**src/rtl/bfly_stage_ctrl.sv**
```systemverilog
// -----------------------------------------------------------------------------
// bfly_stage_ctrl
//
// Sequencing controller for one radix-2 single-delay-feedback butterfly stage
// of the 512-point FFT datapath. One beat carries NUM parallel samples; a
// frame is COUNT beats. The first HALF beats of a frame fill the delay buffer.
// The second HALF beats run the butterfly: the sum is emitted and the
// difference is written back into the buffer. The stored differences leave
// during the FILL half of the next frame, or through FLUSH when no frame
// follows.
//
// Handshake: there is no backpressure. valid_in marks a beat in the cycle it is
// high. sof is only meaningful together with valid_in. valid_out marks an
// output beat. out_sel and frame_done are only meaningful with valid_out.
//
// Ports
//   clk, rstn     clock, asynchronous active-low reset
//   valid_in      input beat present this cycle
//   sof           start of frame (qualified by valid_in)
//   flush         single-cycle request to drain pending differences
//   buf_wr        delay buffer write strobe (combinational)
//   buf_rd        delay buffer read strobe (combinational)
//   bfly_en       butterfly compute enable (combinational)
//   tw_addr       twiddle ROM index, registered so it lines up with the
//                 multiplier input
//   out_sel       output mux: 0 = sum path, 1 = stored difference path
//   valid_out     stage output beat valid
//   frame_done    one-cycle pulse on the last difference beat of a frame
//   busy          FSM not in IDLE
//   err_sync      sticky flag: sof seen in the middle of a frame
//   frame_cnt     completed-frame count, saturating (statistics build only)
//   state_dbg     current FSM state: 0 IDLE, 1 FILL, 2 CALC, 3 FLUSH
//
// Configuration macro
//   BFLY_CTRL_STATS_EN  when defined, frame_cnt counts frame_done pulses and
//                       saturates at 16'hFFFF. When undefined, frame_cnt is
//                       tied to zero and no counter is built.
// -----------------------------------------------------------------------------
module bfly_stage_ctrl #(
  parameter int DATA     = 512,
  parameter int NUM      = 16,
  parameter int COUNT    = DATA / NUM,
  parameter int HALF     = COUNT / 2,
  parameter int BFLY_LAT = 1
) (
  input  logic                    clk,
  input  logic                    rstn,
  input  logic                    valid_in,
  input  logic                    sof,
  input  logic                    flush,
  output logic                    buf_wr,
  output logic                    buf_rd,
  output logic                    bfly_en,
  output logic [$clog2(HALF)-1:0] tw_addr,
  output logic                    out_sel,
  output logic                    valid_out,
  output logic                    frame_done,
  output logic                    busy,
  output logic                    err_sync,
  output logic [15:0]             frame_cnt,
  output logic [1:0]              state_dbg
);

  localparam int CW = $clog2(COUNT);
  localparam int TW = $clog2(HALF);

  localparam logic [CW-1:0] CNT_HALF      = CW'(HALF);
  localparam logic [CW-1:0] CNT_FILL_LAST = CW'(HALF - 1);
  localparam logic [CW-1:0] CNT_LAST      = CW'(COUNT - 1);
  localparam logic [TW-1:0] DIFF_LAST     = TW'(HALF - 1);

  typedef enum logic [1:0] {
    S_IDLE  = 2'd0,
    S_FILL  = 2'd1,
    S_CALC  = 2'd2,
    S_FLUSH = 2'd3
  } state_t;

  state_t        state_q, state_d;
  logic [CW-1:0] cnt_q, cnt_d;     // beat position inside the frame
  logic          pend_q, pend_d;   // stored differences still to be emitted
  logic [TW-1:0] dcnt_q, dcnt_d;   // differences already emitted from this set
  logic [TW-1:0] tw_q, tw_d;
  logic          err_q, err_d;

  // Per-cycle decisions, before the output delay pipeline.
  logic          beat;
  logic          wr_c, rd_c, en_c;
  logic          emit_v, emit_sel, emit_done;

  // Output delay pipeline; stage BFLY_LAT-1 drives the ports.
  logic [BFLY_LAT-1:0] pv_q, ps_q, pd_q;

  // ---------------------------------------------------------------------------
  // State register
  // ---------------------------------------------------------------------------
  always_ff @(posedge clk or negedge rstn) begin
    if (!rstn) begin
      state_q <= S_IDLE;
      cnt_q   <= '0;
      pend_q  <= 1'b0;
      dcnt_q  <= '0;
      tw_q    <= '0;
      err_q   <= 1'b0;
    end else begin
      state_q <= state_d;
      cnt_q   <= cnt_d;
      pend_q  <= pend_d;
      dcnt_q  <= dcnt_d;
      tw_q    <= tw_d;
      err_q   <= err_d;
    end
  end

  // ---------------------------------------------------------------------------
  // Next state, strobes and emission decisions
  // ---------------------------------------------------------------------------
  always_comb begin
    state_d   = state_q;
    cnt_d     = cnt_q;
    pend_d    = pend_q;
    dcnt_d    = dcnt_q;
    tw_d      = tw_q;
    err_d     = err_q;
    beat      = 1'b0;
    wr_c      = 1'b0;
    rd_c      = 1'b0;
    en_c      = 1'b0;
    emit_v    = 1'b0;
    emit_sel  = 1'b0;
    emit_done = 1'b0;

    // First, decide whether a beat is taken this cycle and at which position.
    // The sof beat that leaves IDLE is beat 0 of the frame, so it is taken as
    // an ordinary FILL beat and its samples go into the delay buffer.
    case (state_q)
      S_IDLE: begin
        if (valid_in && sof) begin
          beat  = 1'b1;
          cnt_d = '0;
        end
      end
      S_FILL, S_CALC: begin
        if (valid_in) begin
          beat = 1'b1;
          // sof in the middle of a frame: restart at beat 0 and throw away
          // any differences that were still waiting to be emitted.
          if (sof && (cnt_q != '0)) begin
            err_d  = 1'b1;
            pend_d = 1'b0;
            dcnt_d = '0;
            cnt_d  = '0;
          end
        end
      end
      S_FLUSH: begin
        // One stored difference per cycle; input beats are dropped.
        rd_c     = 1'b1;
        emit_v   = 1'b1;
        emit_sel = 1'b1;
        if (dcnt_q == DIFF_LAST) begin
          emit_done = 1'b1;
          pend_d    = 1'b0;
          dcnt_d    = '0;
          cnt_d     = '0;
          state_d   = S_IDLE;
        end else begin
          dcnt_d = dcnt_q + 1'b1;
        end
      end
      default: state_d = S_IDLE;
    endcase

    // Then process the beat at position cnt_d.
    if (beat) begin
      if (cnt_d < CNT_HALF) begin
        // FILL half: store the new samples; the slot being overwritten holds
        // a difference from the previous frame, which is read out and
        // emitted when one is pending.
        wr_c = 1'b1;
        rd_c = 1'b1;
        if (pend_d) begin
          emit_v   = 1'b1;
          emit_sel = 1'b1;
          if (dcnt_d == DIFF_LAST) begin
            emit_done = 1'b1;
            pend_d    = 1'b0;
            dcnt_d    = '0;
          end else begin
            dcnt_d = dcnt_d + 1'b1;
          end
        end
        state_d = (cnt_d == CNT_FILL_LAST) ? S_CALC : S_FILL;
      end else begin
        // CALC half: butterfly against the stored sample; the sum leaves
        // now and the difference goes back into the same buffer slot.
        wr_c   = 1'b1;
        rd_c   = 1'b1;
        en_c   = 1'b1;
        emit_v = 1'b1;
        tw_d   = TW'(cnt_d - CNT_HALF);
        if (cnt_d == CNT_LAST) begin
          pend_d  = 1'b1;
          dcnt_d  = '0;
          state_d = S_FILL;
        end else begin
          state_d = S_CALC;
        end
      end
      cnt_d = (cnt_d == CNT_LAST) ? '0 : cnt_d + 1'b1;
    end

    // A flush is only taken if differences are still pending after this
    // cycle's beat, so a beat arriving with the flush is processed first.
    if ((state_q != S_FLUSH) && flush && pend_d) begin
      state_d = S_FLUSH;
    end
  end

  // ---------------------------------------------------------------------------
  // Output delay pipeline, matching the butterfly latency
  // ---------------------------------------------------------------------------
  always_ff @(posedge clk or negedge rstn) begin
    if (!rstn) begin
      pv_q <= '0;
      ps_q <= '0;
      pd_q <= '0;
    end else begin
      pv_q[0] <= emit_v;
      ps_q[0] <= emit_sel;
      pd_q[0] <= emit_done;
      for (int i = 1; i < BFLY_LAT; i++) begin
        pv_q[i] <= pv_q[i-1];
        ps_q[i] <= ps_q[i-1];
        pd_q[i] <= pd_q[i-1];
      end
    end
  end

  // ---------------------------------------------------------------------------
  // Completed-frame statistics
  // ---------------------------------------------------------------------------
`ifdef BFLY_CTRL_STATS_EN
  logic [15:0] frame_cnt_q;

  always_ff @(posedge clk or negedge rstn) begin
    if (!rstn) begin
      frame_cnt_q <= '0;
    end else if (frame_done && (frame_cnt_q != 16'hFFFF)) begin
      frame_cnt_q <= frame_cnt_q + 16'd1;
    end
  end

  assign frame_cnt = frame_cnt_q;
`else
  assign frame_cnt = 16'd0;
`endif

  // ---------------------------------------------------------------------------
  // Outputs
  // ---------------------------------------------------------------------------
  // The strobes are gated by rstn so the buffer sees nothing while reset is
  // held, even if the upstream keeps presenting beats.
  assign buf_wr     = wr_c & rstn;
  assign buf_rd     = rd_c & rstn;
  assign bfly_en    = en_c & rstn;
  assign tw_addr    = tw_q;
  assign valid_out  = pv_q[BFLY_LAT-1];
  assign out_sel    = ps_q[BFLY_LAT-1];
  assign frame_done = pd_q[BFLY_LAT-1];
  assign busy       = (state_q != S_IDLE);
  assign err_sync   = err_q;
  assign state_dbg  = state_q;

endmodule

```
**config.mk**
```make
export PLATFORM = sky130hd
export DESIGN_NAME = bfly_stage_ctrl
export DESIGN_NICKNAME = d
export VERILOG_FILES = /design/src/rtl/bfly_stage_ctrl.sv
export SDC_FILE = /design/constraint.sdc
export NUM_CORES = 1
export LEC_CHECK = 0
export ABC_AREA = 1
export CORE_ASPECT_RATIO = 1.5
export CORE_MARGIN = 3
export CORE_UTILIZATION = 48
export DETAILED_ROUTE_END_ITERATION = 16
export PLACE_DENSITY = 0.83
export SLEW_MARGIN = 40
export SYNTH_ARGS = -nofsm -noshare
export SYNTH_HDL_FRONTEND = slang
export SYNTH_SLANG_ARGS = --single-unit
```
**constraint.sdc**
```tcl
create_clock -name clk -period 4.8 [get_ports clk]
set_input_delay 0.96 -clock clk [delete_from_list [all_inputs] [get_ports clk]]
set_output_delay 0.96 -clock clk [all_outputs]
set_load 0.02 [all_outputs]
```
Word-level counts from Yosys, hierarchy flattened:

Cells that the tools add are included.

* bits in registers: 20
* word-level logic and storage cells: 90
* input port bits: 5
* output and inout port bits: 30

* $add $sub $neg: 4
* bitwise gates (word level): 4
* multiplexer cells: 51
* equal/unequal tests: 8
* reduce and logical (&&, ||, !) cells: 13
* $lt $le $gt $ge: 1

Operators by type and width (number)
* $mux 4: 8
* $mux 5: 6
* $mux 1: 26
* $pmux 5 s3: 1
* $mux 2: 7
* $add 4x1->4 const B: 2
* $eq 4x4->1 const B: 2
* $pmux 4 s2: 1
* $reduce_bool 3->1: 2
* $add 5x1->5 const B: 1
* $eq 5x4->1 const B: 1
* $eq 5x5->1 const B: 1
* $lt 5x5->1 const B: 1
* $reduce_bool 5->1: 1
* $eq 2x2->1 const B: 2
* $logic_and 1x1->1: 4
* $pmux 1 s2: 2
* $reduce_and 2->1: 2
* $sub 4x1->4 const B: 1
* $and 1x1->1: 3
* $reduce_and 3->1: 1
* $eq 2x1->1 const B: 1
* $logic_not 2->1: 1
* $ne 2x2->1 const B: 1
* 3 further kinds: 3

Longest topological paths before layout:

Gate-level depths: netlist of the first run.

* depth after elaboration: 13
* mapped depth: 17

Least setup slack after synthesis of the first run:

Ideal clock, no wire load.

* path kind: input-to-output
* start point: input port valid_in
* end point: output port bfly_en
* path slack: 1.848 ns
* arrival: 1.992 ns
* buffers on the path: 0
* required time: 3.840 ns
* cell stages on the path: 10
* cell sequence: nand2_1 inv_2 nand2_2 o21ai_2 inv_2 nor2_4 inv_2 nor2_1 inv_2 nor2_1

* cells in the longest elaborated chain, start to end: 7

Ends and longest elaborated chain
* start: declaration: line 48 `input logic valid_in,`
* $logic_and 1x1->1: line 138 `if (valid_in && sof) begin`
* $mux 5: line 138
* $pmux 5 s3: line 136 `case (state_q)`
* $lt 5x5->1: line 176 `if (cnt_d < CNT_HALF) begin`
* $mux 1: line 176
* $mux 1 *: line 175 `if (beat) begin`
* $and 1x1->1 *: line 266 `assign bfly_en = en_c & rstn;`
* end: declaration: line 53 `output logic bfly_en,`

Mark *: on every way between the ends. The rest lies on a longest branch, timed or not.

Final worst setup path of the first run:

Same ends and word-level chain as after synthesis.

==> results of run 1 <==
-- power breakdown --
part           internal, mW  switching (mW)
Combinational         0.203           0.372
Sequential            0.222          0.0381
Clock                0.0730          0.0563
Total                 0.497           0.467
-- registers in the layout (all words and copies together), names as in the netlist --
signal,flops
dcnt_q,4
pend_q,1
valid_out,1
out_sel,1
err_sync,1
tw_addr,4
cnt_q,5
state_dbg,2
frame_done,1
-- cell families (layout without fill, tap and decap cells) --
logic type / after synthesis / after routing / synth area share
other cells: 1 / 16 / 0.00270
buf+inv: 46 / 52 / 0.168
compound gates: 30 / 30 / 0.130
fa+ha+maj: 6 / 6 / 0.0540
flops: 20 / 20 / 0.360
simple gates: 87 / 87 / 0.285
-- worst paths after layout --
check,from,end,depth (start not counted)
max,valid_in,bfly_en,12
min,err_sync,err_sync,1
max reg2reg,state_dbg[0],state_dbg[1],17
min reg2reg,err_sync,err_sync,1
max in group asynchronous,rstn,cnt_q[2],2
min in group asynchronous,rstn,err_sync,1
-- synth_stat cells, types with 2 or more instances --
library cell,number,area (sq um)
inv_1,20,75.1
buf_4,16,120
dfrtp_1,20,500
o21ai_0,6,30.0
nor2_4,2,22.5
inv_2,8,30.0
nor2_1,20,75.1
o21ai_1,8,40.0
nand3_1,13,65.1
a21oi_1,7,35.0
ha_1,6,75.1
o21ai_2,2,17.5
nand2_1,38,143
nand2_2,8,50.1
-- cell usage in the layout, fill, tap and decap left out --
cell type        instances
o21bai_2                 1
o21ai_1                  8
nand2_2                  8
nor2_1                  20
a31o_2                   1
a21oi_1                  7
o211ai_1                 1
or2_0                    1
a31oi_1                  1
nor3b_1                  1
nand3_1                 13
and3_1                   1
buf_4                    1
clkbuf_8                 4
inv_2                    8
nor2_4                   2
nand2_1                 38
clkdlybuf4s50_1         18
a21oi_2                  1
a21o_2                   1
dfrtp_1                 20
a22oi_1                  1
nand4_1                  1
o21ai_2                  2
ha_1                     6
nor3_1                   1
clkinv_1                 1
inv_1                   20
nand3_2                  1
o21ai_0                  6
conb_1                  16
-- per-stage QoR --
step	util	hold WS [ns]	std cells
after global placement	0.569	0.459	244
after CTS	0.589	0.490	248
after global routing	0.589	0.510	248
after detailed placement	0.569	0.473	244
after floorplan	-	0.532	205
final	0.589	0.484	248
-- routing by layer --
metal	wire length [um]	part of all wire	track usage	vias up
met5	0	0	0	-
met4	55	0.019	0.0738	0
met3	97	0.034	0.00616	5
met2	1470	0.52	0.327	38
met1	1210	0.43	0.201	543
li1	-	-	-	612
-- final cells by class --
cell class                 count  area, sq um
inverter                      29          109
fill                         258         1120
tap                           37         46.3
timing repair buffer          19          188
multi-input combinational    139          713
sequential                    20          500
clock buffer                   4         55.1
==> impl_results.md, run 1 <==
* Status: complete, no violations
* Row Count at 23
* # setup viols final at 0
* Worst-path clk slew at 0.07 ns
* Inserted Clock Buffers at 3
* Core box area at 2730 sq um
* Ys async rst share at 1.00
* Total track usage at 0.173
* CP arrival at 3.12 ns
* DR iter-0 viols at 30
* Final worst slack at 0.717 ns
* Worst Setup Start Kind: input port
* Crit end category: output pin
* IO buf count at 18
* Yosys cell types at 30
* Vias in the first global route at 1104
* GP Congestion at 0.932
* Htree depth at 1
* Clock latency on the worst-skew pair at 0.26 ns
* Number of gates resized after CTS at 0
* Syn. warnings at 0
* Class of the worst hold path: reg2reg
* Final ANT Viol Nets at 0
* Placed instance area at 1560 sq um
* Flop2flop setup slack at 2.04 ns
* Via count at 1198
* Crit path kind: in2out
* Total clock sinks at 20
* Post-CTS Hold Fix Bufs at 0
* DR WL/cell at 11.4 um
* First-pass GRT wire length at 4860 um
* Routed WL at 2830 um
* Worst VDD drop at 0.000471 V
* N_diodes at 0
* Pre-CTS WS at 0.733 ns
* DRT Pass-1 Iters at 4
* Post-Syn Area at 1390 sq um
* #FFs+latches synth at 20
* Max-cap violations at 0
* Die ar. at 3590 sq um
* Share of layout cells above drive strength 1 at 0.142
* Nets at 223
* Vias per inst at 4.83
* CP bufs+invs at 6
* Largest delay share family, worst path: buffers and inverters
* Chip width at 50.0 um
* Dpl hpwl at 2270 um
* CP max FO at 14
* Final setup TNS at 0 ns
* Min Tclk post-route at 4.08 ns
* Pwr Density at 598 nW/um^2
* Crit path required time at 3.84 ns
* Leakage power at 0.859 nW
* Initial Util at 0.509
* Max-slew violation count at 0
* Period utilization at 0.851
* Slowest cell on the critical path: clkdlybuf4s50_1
* Initial antenna violation count at 0
* Layout area overhead at 15.8%
* Power Total at 0.964 mW
* Fin area at 1610 sq um
* Post-synth EDFFs at 0
* Die Y at 71.9 um
* Post-CTS setup buffers at 0
* DRC viols at 0
* Cell mode on critical path: inv_2
* Largest net degree at the start of global routing at 15
* Crit-path cells: clkdlybuf4s50_1, nand2_1, inv_2, nand2_2, o21ai_2, inv_2, nor2_4, inv_2, nor2_1, inv_2, nor2_1, clkdlybuf4s50_1
* Clk root buf: clkbuf_8
* Hold Violations, Final at 0
* Prevailing post-synth register cell: dfrtp_1
* RSZ-0062 raised after global routing: false
* I/O Pins at 35
* Seq/Total Area, Yosys at 0.360
* Longest Clk Path Bufs at 2
* Post-Route Skew at 0.00231 ns
* Synthesized area per cell at 7.32 sq um
* Worst path max stage delay at 0.61 ns
* Fmax at 245 MHz
* Grt ovf at 0
* CTS tree: built
* Post-synthesis cell count at 190
Power figures use the tool's default switching activity.
==> run 2, diff against run 1 <==
- MAX_ROUTING_LAYER: not set -> met4
==> impl_results.md, run 2 (same netlist as run 1, synthesis figures left out) <==
* Status: complete, no violations
* Final worst slack at 0.719 ns (+0.00262 ns)
* Via count at 1207 (+0.75%)
* Crit path required time at 3.84 ns (about the same)
* Die Y at 71.9 um (unchanged)
* Total clock sinks at 20 (unchanged)
* Clock latency on the worst-skew pair at 0.26 ns (about the same)
* Vias in the first global route at 1104 (unchanged)
* Post-CTS Hold Fix Bufs at 0 (unchanged)
* Inserted Clock Buffers at 3 (unchanged)
* DRT Pass-1 Iters at 4 (unchanged)
* Share of layout cells above drive strength 1 at 0.142 (unchanged)
* Class of the worst hold path: reg2reg
* Htree depth at 1 (unchanged)
* Pwr Density at 600 nW/um^2 (+0.27%)
* Worst hold stages at 1 (unchanged)
* Longest Clk Path Bufs at 2 (unchanged)
* Die ar. at 3590 sq um (unchanged)
* Crit end category: output pin
* Combinational share of power at 0.596 (about the same)
* Hold Violations, Final at 0 (unchanged)
* Flip-flop count of the largest register after layout at 5 (unchanged)
* First-pass GRT wire length at 4860 um (unchanged)
* Dpl hpwl at 2270 um (unchanged)
* Period utilization at 0.850 (about the same)
* CP max FO at 14 (unchanged)
* I/O Pins at 35 (unchanged)
* Gr busiest metal: met2
* Vias per inst at 4.87 (+0.75%)
* Flop pwr share at 0.269 (about the same)
* Final setup TNS at 0 ns (unchanged)
* Layout area overhead at 15.8% (unchanged)
* GP Congestion at 0.949 (+1.8%)
* Worst VDD drop at 0.000473 V (+0.41%)
* Flop2flop setup slack at 2.04 ns (about the same)
* Nets at 223 (unchanged)
* N_diodes at 0 (unchanged)
* Worst-path clk slew at 0.07 ns (about the same)
* Met2 global-route usage at 0.327 (unchanged)
* Worst Setup Start Kind: input port
* DR WL/cell at 11.5 um (+0.92%)
* Chip width at 50.0 um (unchanged)
* Clock network fraction of total power at 0.135 (about the same)
* RSZ-0062 raised after global routing: false
* Power Total at 0.967 mW (+0.27%)
* DRC viols at 0 (unchanged)
* Routed WL at 2860 um (+0.92%)
* IO buf count at 18 (unchanged)
* Largest net degree at the start of global routing at 15 (unchanged)
* Commonest non-fill, non-tap cell in the layout: nand2_1
* Min Tclk post-route at 4.08 ns (-0.00262 ns)
* Final ANT Viol Nets at 0 (unchanged)
* Row Count at 23 (unchanged)
* Post-CTS setup buffers at 0 (unchanged)
* Clk root buf: clkbuf_8
* Total track usage at 0.179 (+0.00510)
* Number of gates resized after CTS at 0 (unchanged)
* Core box area at 2730 sq um (unchanged)
* Post-Route Skew at 0.00251 ns (+0.000195 ns)
* Max-cap violations at 0 (unchanged)
* Initial Util at 0.509 (unchanged)
* NetSw at 0.469 mW (+0.52%)
* Leakage power at 0.859 nW (unchanged)
* Worst r2r path cells at 17 (unchanged)
* Grt met1 use at 0.201 (unchanged)
* Biggest register: cnt_q
* Fin area at 1610 sq um (unchanged)
* Commonest non-fill, non-tap cells in the layout: nand2_1 (38), inv_1 (20), nor2_1 (20), dfrtp_1 (20), clkdlybuf4s50_1 (18)
* CTS tree: built
* Initial antenna violation count at 0 (unchanged)
* Net Sw Frac at 0.486 (+0.00120)
* Crit path kind: in2out
* # setup viols final at 0 (unchanged)
* CP arrival at 3.12 ns (about the same)
* Fmax at 245 MHz (about the same)
* Placed instance area at 1560 sq um (unchanged)
* Pre-CTS WS at 0.733 ns (unchanged)
* Fin util at 0.589 (unchanged)
* DR iter-0 viols at 22 (-27%)
* Max-slew violation count at 0 (unchanged)
* Grt ovf at 0 (unchanged)
* Internal at 0.497 mW (about the same)
* Met3 GRT Util at 0.00616 (unchanged)
run 2: cell counts in the layout (fill, tap and decap cells not counted):
Identical to the previous run, type by type.
run 2: layout make-up:
type,instances,area [sq um]
Clock buffer,4,55.1
Fill cell,258,1120
Inverter,29,109
Multi-Input combinational cell,139,713
Sequential cell,20,500
Tap cell,37,46.3
Timing Repair Buffer,19,188
run 2: power groups by stage:
stage | clock (mW) | combinational, mW | sequential (mW)
6_report | 0.131 | 0.576 | 0.260
5_1_grt | 0.138 | 0.639 | 0.267
4_1_cts | 0.130 | 0.575 | 0.259
3_5_place_dp | 0 | 0.565 | 0.263
3_3_place_gp | 0 | 0.556 | 0.262
2_1_floorplan | 0 | 0.384 | 0.287
run 2: routing by layer:
metal / routed length, um / up-vias
met3: 111 / 5
li1: - / 613
met5: 0 / -
met1: 1210 / 551
met4: 56 / 0
met2: 1480 / 38
run 2: path summary, 6_finish.rpt:
kind / startpoint / end
max reg2reg: state_dbg[0] / state_dbg[1]
max in group asynchronous: rstn / cnt_q[2]
min in group asynchronous: rstn / err_sync
min: err_sync / err_sync
min reg2reg: err_sync / err_sync
max: valid_in / bfly_en
run 2: stage by stage:
step | hold slack (ns) | instances
finish | 0.485 | 248
CTS | 0.490 | 248
floorplan | 0.532 | 205
global placement | 0.459 | 244
global route | 0.510 | 248
detailed placement | 0.473 | 244
run 2: worst max-delay path, stage by stage:
cell and delay (ns):
clkdlybuf4s50_1 0.48, nand2_1 0.09, inv_2 0.09, nand2_2 0.07
o21ai_2 0.08, inv_2 0.06, nor2_4 0.19, inv_2 0.15
nor2_1 0.13, inv_2 0.10, nor2_1 0.10, clkdlybuf4s50_1 0.61
